File: src/rtl/seq_detect_prog.sv
// seq_detect_prog: detects a serial bit pattern whose length and bits are
// loaded at runtime. The match can overlap the previous one or not. It
// provides a Mealy match, a registered match and a saturating match count.
module seq_detect_prog #(
    parameter int unsigned          MAX_LEN = 8,
    parameter int unsigned          CNT_W   = 8,
    parameter logic [MAX_LEN-1:0]   RST_PAT = 8'b0000_0110,
    parameter int unsigned          RST_LEN = 3
) (
    input  logic                          clk,
    input  logic                          rst,
    input  logic                          x,
    input  logic                          x_valid,
    input  logic                          overlap,
    input  logic                          load,
    input  logic [MAX_LEN-1:0]            pat_in,
    input  logic [$clog2(MAX_LEN+1)-1:0]  len_in,
    input  logic                          cnt_clr,
    output logic                          match,
    output logic                          match_q,
    output logic [CNT_W-1:0]              match_count,
    output logic                          active
);

    localparam int unsigned LEN_W = $clog2(MAX_LEN + 1);
    localparam int unsigned HIS_W = MAX_LEN - 1;
    localparam logic [LEN_W-1:0] FILL_MAX = LEN_W'(MAX_LEN - 1);

    logic [MAX_LEN-1:0] pat_q,  pat_d;
    logic [LEN_W-1:0]   len_q,  len_d;
    logic [HIS_W-1:0]   hist_q, hist_d;
    logic [LEN_W-1:0]   fill_q, fill_d;
    logic               active_q, active_d;
    logic               match_d;
    logic [CNT_W-1:0]   cnt_q,  cnt_d;

    logic               accept;
    logic [MAX_LEN-1:0] window;
    logic [MAX_LEN-1:0] mask;
    logic               enough;

    // State registers; reset restores the power-on pattern and clears history
    always_ff @(posedge clk or posedge rst) begin
        if (rst) begin
            pat_q    <= RST_PAT;
            len_q    <= LEN_W'(RST_LEN);
            hist_q   <= '0;
            fill_q   <= '0;
            active_q <= 1'b1;
            match_q  <= 1'b0;
            cnt_q    <= '0;
        end else begin
            pat_q    <= pat_d;
            len_q    <= len_d;
            hist_q   <= hist_d;
            fill_q   <= fill_d;
            active_q <= active_d;
            match_q  <= match_d;
            cnt_q    <= cnt_d;
        end
    end

    // Mealy match: the newest len_q bits (history plus current x) against the pattern
    always_comb begin
        accept = x_valid & ~load;
        window = {hist_q, x};
        mask   = '0;
        for (int unsigned i = 0; i < MAX_LEN; i++) begin
            if (i < 32'(len_q)) begin
                mask[i] = 1'b1;
            end
        end
        enough = (32'(fill_q) + 32'd1) >= 32'(len_q);
        match  = active_q & accept & enough & (((window ^ pat_q) & mask) == '0);
    end

    // Next-state: pattern load, history shift, fill tracking, counter
    always_comb begin
        pat_d    = pat_q;
        len_d    = len_q;
        hist_d   = hist_q;
        fill_d   = fill_q;
        active_d = active_q;
        match_d  = match;
        cnt_d    = cnt_q;

        if (load) begin
            pat_d    = pat_in;
            len_d    = len_in;
            hist_d   = '0;
            fill_d   = '0;
            active_d = (len_in != '0) && (32'(len_in) <= MAX_LEN);
        end else if (accept) begin
            hist_d = HIS_W'({hist_q, x});
            if (match && !overlap) begin
                // Non-overlapping: the completing bit cannot seed another match
                fill_d = '0;
            end else if (fill_q != FILL_MAX) begin
                fill_d = fill_q + LEN_W'(1);
            end
        end

        if (cnt_clr) begin
            cnt_d = '0;
        end else if (match && !(&cnt_q)) begin
            cnt_d = cnt_q + CNT_W'(1);
        end
    end

    assign match_count = cnt_q;
    assign active      = active_q;

endmodule
File: config.mk
export PLATFORM = sky130hd
export DESIGN_NAME = seq_detect_prog
export DESIGN_NICKNAME = d
export VERILOG_FILES = /design/src/rtl/seq_detect_prog.sv
export SDC_FILE = /design/constraint.sdc
export NUM_CORES = 1
export LEC_CHECK = 0
export ABC_CLOCK_PERIOD_IN_PS = 7600
export CAP_MARGIN = 20
export CORE_UTILIZATION = 40
export DETAILED_ROUTE_END_ITERATION = 12
export GPL_TIMING_DRIVEN = 0
export SYNTH_ARGS = -nofsm -noshare
export SYNTH_HDL_FRONTEND = slang
export SYNTH_SLANG_ARGS = --single-unit
File: constraint.sdc
create_clock -name clk -period 7.6 [get_ports clk]
set_clock_uncertainty 0.05 [all_clocks]
set_input_delay 1.52 -clock clk [delete_from_list [all_inputs] [get_ports clk]]
set_output_delay 1.52 -clock clk [all_outputs]
set_load 0.01 [all_outputs]
==> results of run 1 <==
[power groups by stage]
stage / Combinational [mW] / Sequential [mW] / Clock, mW
after floorplan: 0.0357 / 0.196 / 0
after global placement: 0.0548 / 0.198 / 0
after detailed placement: 0.0588 / 0.199 / 0
after CTS: 0.0594 / 0.196 / 0.129
after global routing: 0.0644 / 0.197 / 0.137
final: 0.0584 / 0.196 / 0.126
[cells by family (layout without fill, tap and decap cells)]
logic type	count (synthesis)	count (layout)	share of synthesized area [%]
xor gates and xnor gates	12	12	5.878
DFF	33	33	46.54
adders and majority gates	6	6	4.199
AOI/OAI and AO/OA	26	26	9.727
buffers and inverters	13	51	3.149
muxes	22	22	13.23
and+or+nand+nor	54	54	17.29
[worst max-delay path, delay by kind of cell]
kind | cells | cell delay (ns)
AOI/OAI and AO/OA | 3 | 0.68
xor gates and xnor gates | 1 | 0.16
buffers and inverters | 3 | 1.20
and+or+nand+nor | 1 | 0.21
[layout by cell type, fill, tap and decap left out, types with 2 or more instances in the layout]
cell type and instances:
mux2i_1 9, and4_1 2, a21oi_1 6, o21ai_1 3
or4_1 3, o21ai_0 8, nor3_2 2, xor2_1 8
dfrtp_1 28, mux2_2 10, inv_1 7, nand2b_1 2
clkbuf_8 5, nor2_1 13, nand3_1 4, or3_1 5
nand2_1 10, mux2_1 3, nor2b_1 4, xnor2_1 4
nor3_1 5, clkdlybuf4s50_1 29, dfstp_2 5, ha_1 6
clkbuf_1 7
[routing by layer]
metal  global-route usage (%)  wire length, um  up-vias
li1                         -                -      670
met1                    22.97             1781      671
met2                    28.88             1816       22
met3                    5.428              133        2
met4                    6.122               17        0
met5                        0                0        -
[Yosys cell counts]
| library cell | instances | area, um2 |
|---|---|---|
| a211o_1 | 1 | 8.760 |
| a21oi_1 | 6 | 30.03 |
| a221oi_2 | 1 | 15.01 |
| a222oi_1 | 1 | 10.01 |
| a22o_1 | 1 | 8.760 |
| a31oi_1 | 1 | 6.260 |
| and3b_1 | 1 | 8.760 |
| and4_1 | 2 | 17.52 |
| buf_6 | 1 | 11.26 |
| clkbuf_1 | 5 | 18.77 |
| dfrtp_1 | 28 | 700.7 |
| dfstp_2 | 5 | 131.4 |
| ha_1 | 6 | 75.07 |
| inv_1 | 7 | 26.28 |
| mux2_1 | 3 | 33.78 |
| mux2_2 | 10 | 112.6 |
| mux2i_1 | 9 | 90.09 |
| nand2_1 | 10 | 37.54 |
| nand2b_1 | 2 | 12.51 |
| nand3_1 | 4 | 20.02 |
| nor2_1 | 13 | 48.80 |
| nor2b_1 | 4 | 25.02 |
| nor3_1 | 5 | 25.02 |
| nor3_2 | 2 | 20.02 |
| nor4_1 | 1 | 6.260 |
| nor4_2 | 1 | 12.51 |
| nor4_4 | 1 | 21.27 |
| o2111a_1 | 1 | 11.26 |
| o211ai_2 | 1 | 12.51 |
| o21ai_0 | 8 | 40.04 |
| o21ai_1 | 3 | 15.01 |
| o21bai_1 | 1 | 7.510 |
| o32ai_1 | 1 | 8.760 |
| or3_1 | 5 | 31.28 |
| or4_1 | 3 | 22.52 |
| xnor2_1 | 4 | 35.03 |
| xor2_1 | 8 | 70.07 |
[registers in the layout, indices dropped and copies added (netlist names)]
name and count:
pat_q 8, len_q 4, fill_q 4, hist_q 7, active 1, match_count 8
match_q 1
[how the worst min path moves through the flow]
stage | startpoint | endpoint | slack [ns] | depth (start not counted)
after floorplan | pat_q[3] | pat_q[3] | 0.45 | 1
after global placement | pat_q[0] | pat_q[0] | 0.46 | 1
after detailed placement | pat_q[6] | pat_q[6] | 0.47 | 1
after CTS | pat_q[7] | pat_q[7] | 0.49 | 1
after global routing | pat_q[4] | pat_q[4] | 0.51 | 1
final | pat_q[7] | pat_q[7] | 0.48 | 1
[final cells by class]
class | instances | area (um2)
Multi-Input combinational cell | 120 | 899.6
Sequential cell | 33 | 832.0
Clock inverter | 1 | 5.005
Tap cell | 50 | 62.56
Inverter | 7 | 26.28
Clock buffer | 7 | 76.32
Buffer | 6 | 30.03
Timing Repair Buffer | 30 | 317.8
Fill cell | 397 | 1894
[metrics by stage]
| stage | utilization, % | hold WS (ns) | area, um2 |
|---|---|---|---|
| final | 54.29 | 0.4807 | 2250 |
| after global routing | 54.29 | 0.5111 | 2250 |
| after CTS | 54.29 | 0.4879 | 2250 |
| after detailed placement | 52.32 | 0.4722 | 2168 |
| after global placement | 51.66 | 0.4638 | 2141 |
| after floorplan | - | 0.4508 | 1788 |
==> qor.csv, run 1 <==
metric;value;unit
critPathKind;input port to output pin;
r2r-start;fill_q[0];
power.total;0.3801;mW
crit_required;6.03;ns
r2r_slack;4.76;ns
pin_count;30;
crit_fanout;10;
gp_congestion;0.8270;
cts_made_buffers;5;
drt_wl_total;3749;um
clk_path_buf_depth;2;
p_leak;0.9481;nW
crit_path_frequent_cell;clkdlybuf4s50_1;
die_y;68.86;um
ys_seq_area_share;46.54;%
hpwl;2874;um
antenna_found_initial;0;
fin_setup_tns;0;ns
cts_setup_buffers;0;
startpoint;x;
drc;0;
p_comb_share;15.4;%
clk_pin_slew;0.06;ns
synth_fp_nets;191;
holdBufCountCts;0;
core_area;4144;um2
layout-drive-gt1-share;14.22;%
clock-sinks;33;
syn2layout_area_growth;25.82;%
cts_resized;0;
synth_seq_cells;33;
num_vias;1365;
synth.distinct_cells;37;
fin_crit;5.338;ns
placed_cells;246;
wl_per_cell;14.76;um
rsz0062_at_grt;no;
hold_class;register to register;
status;complete, no violations;
cts_root_buf;clkbuf_8;
clkPwrFrac;33.2;%
path_cells;clkdlybuf4s50_1 -> xor2_1 -> a222oi_1 -> o2111a_1 -> o211ai_2 -> buf_6 -> nor2_1 -> clkdlybuf4s50_1;
grt_pass1_wl;6113;um
syn_inst;166;
finalSetupViolCount;0;
min_period_over_period;70.23;%
setup_ws;2.262;ns
vias_per_cell;5.374;
maxSlewHeadroom;45.77;%
hold_viol;0;
fmax;187.4;MHz
fp.dieW;68.86;um
htreeDepth;2;
crit_end;match;
syn_area_per_cell;10.77;um2
grt_pass1_vias;1331;
grt_max_degree;18;
irDropWorstVdd;0.0001182;V
start_util;43.15;%
dr.pass1.iters;4;
reg2regPathDepth;9;
yosysWarnings;0;
rows;23;
slowest_stage;clkdlybuf4s50_1;
cap_violations;0;
cts_tree;yes;
p_int;0.2804;mW
p_switching;0.09966;mW
worstMarginPinSlew;0.8135;ns
pwr-share-seq;51.5;%
worst_setup_path_start_kind;input port;
final_net_count;228;
swShare;26.22;%
stdcell_count;254;
drt_iter0_drc;32;
r2r_end;match_count[7];
synth_area;1788;um2
critPathArrivalTime;3.77;ns
setup.worst_path.end_class;output pin;
dpl_worst_slack;2.226;ns
io_buffers;29;
power_density;169.0;nW/um2
finalMaxSlewViolations;0;
clock_latency;0.28;ns
grt_usage;18.03;%
ant_nets;0;
antennaDiodeCount;0;
grt-ovfl-total;0;
die_area;4741;um2
cp_slowest_stage_delay;0.59;ns
(Power assumes the default switching activity.)
==> run 2: changes to the inputs <==
Settings changed: ABC_CLOCK_PERIOD_IN_PS 7600 to 5100.
Clock period 7.6 ns to 5.1 ns, I/O delays scaled along.
==> results of run 2 <==
The final DEF is identical to that of run 1. Status: complete, no violations.
Among the figures that moved: setup slack after placement 2.226 ns -> 0.7264 ns; setup slack after layout 2.262 ns -> 0.7624 ns; register-to-register setup slack 4.76 ns -> 2.26 ns; total power 0.3801 mW -> 0.5664 mW; worst IR drop on VDD 0.0001182 V -> 0.0001761 V
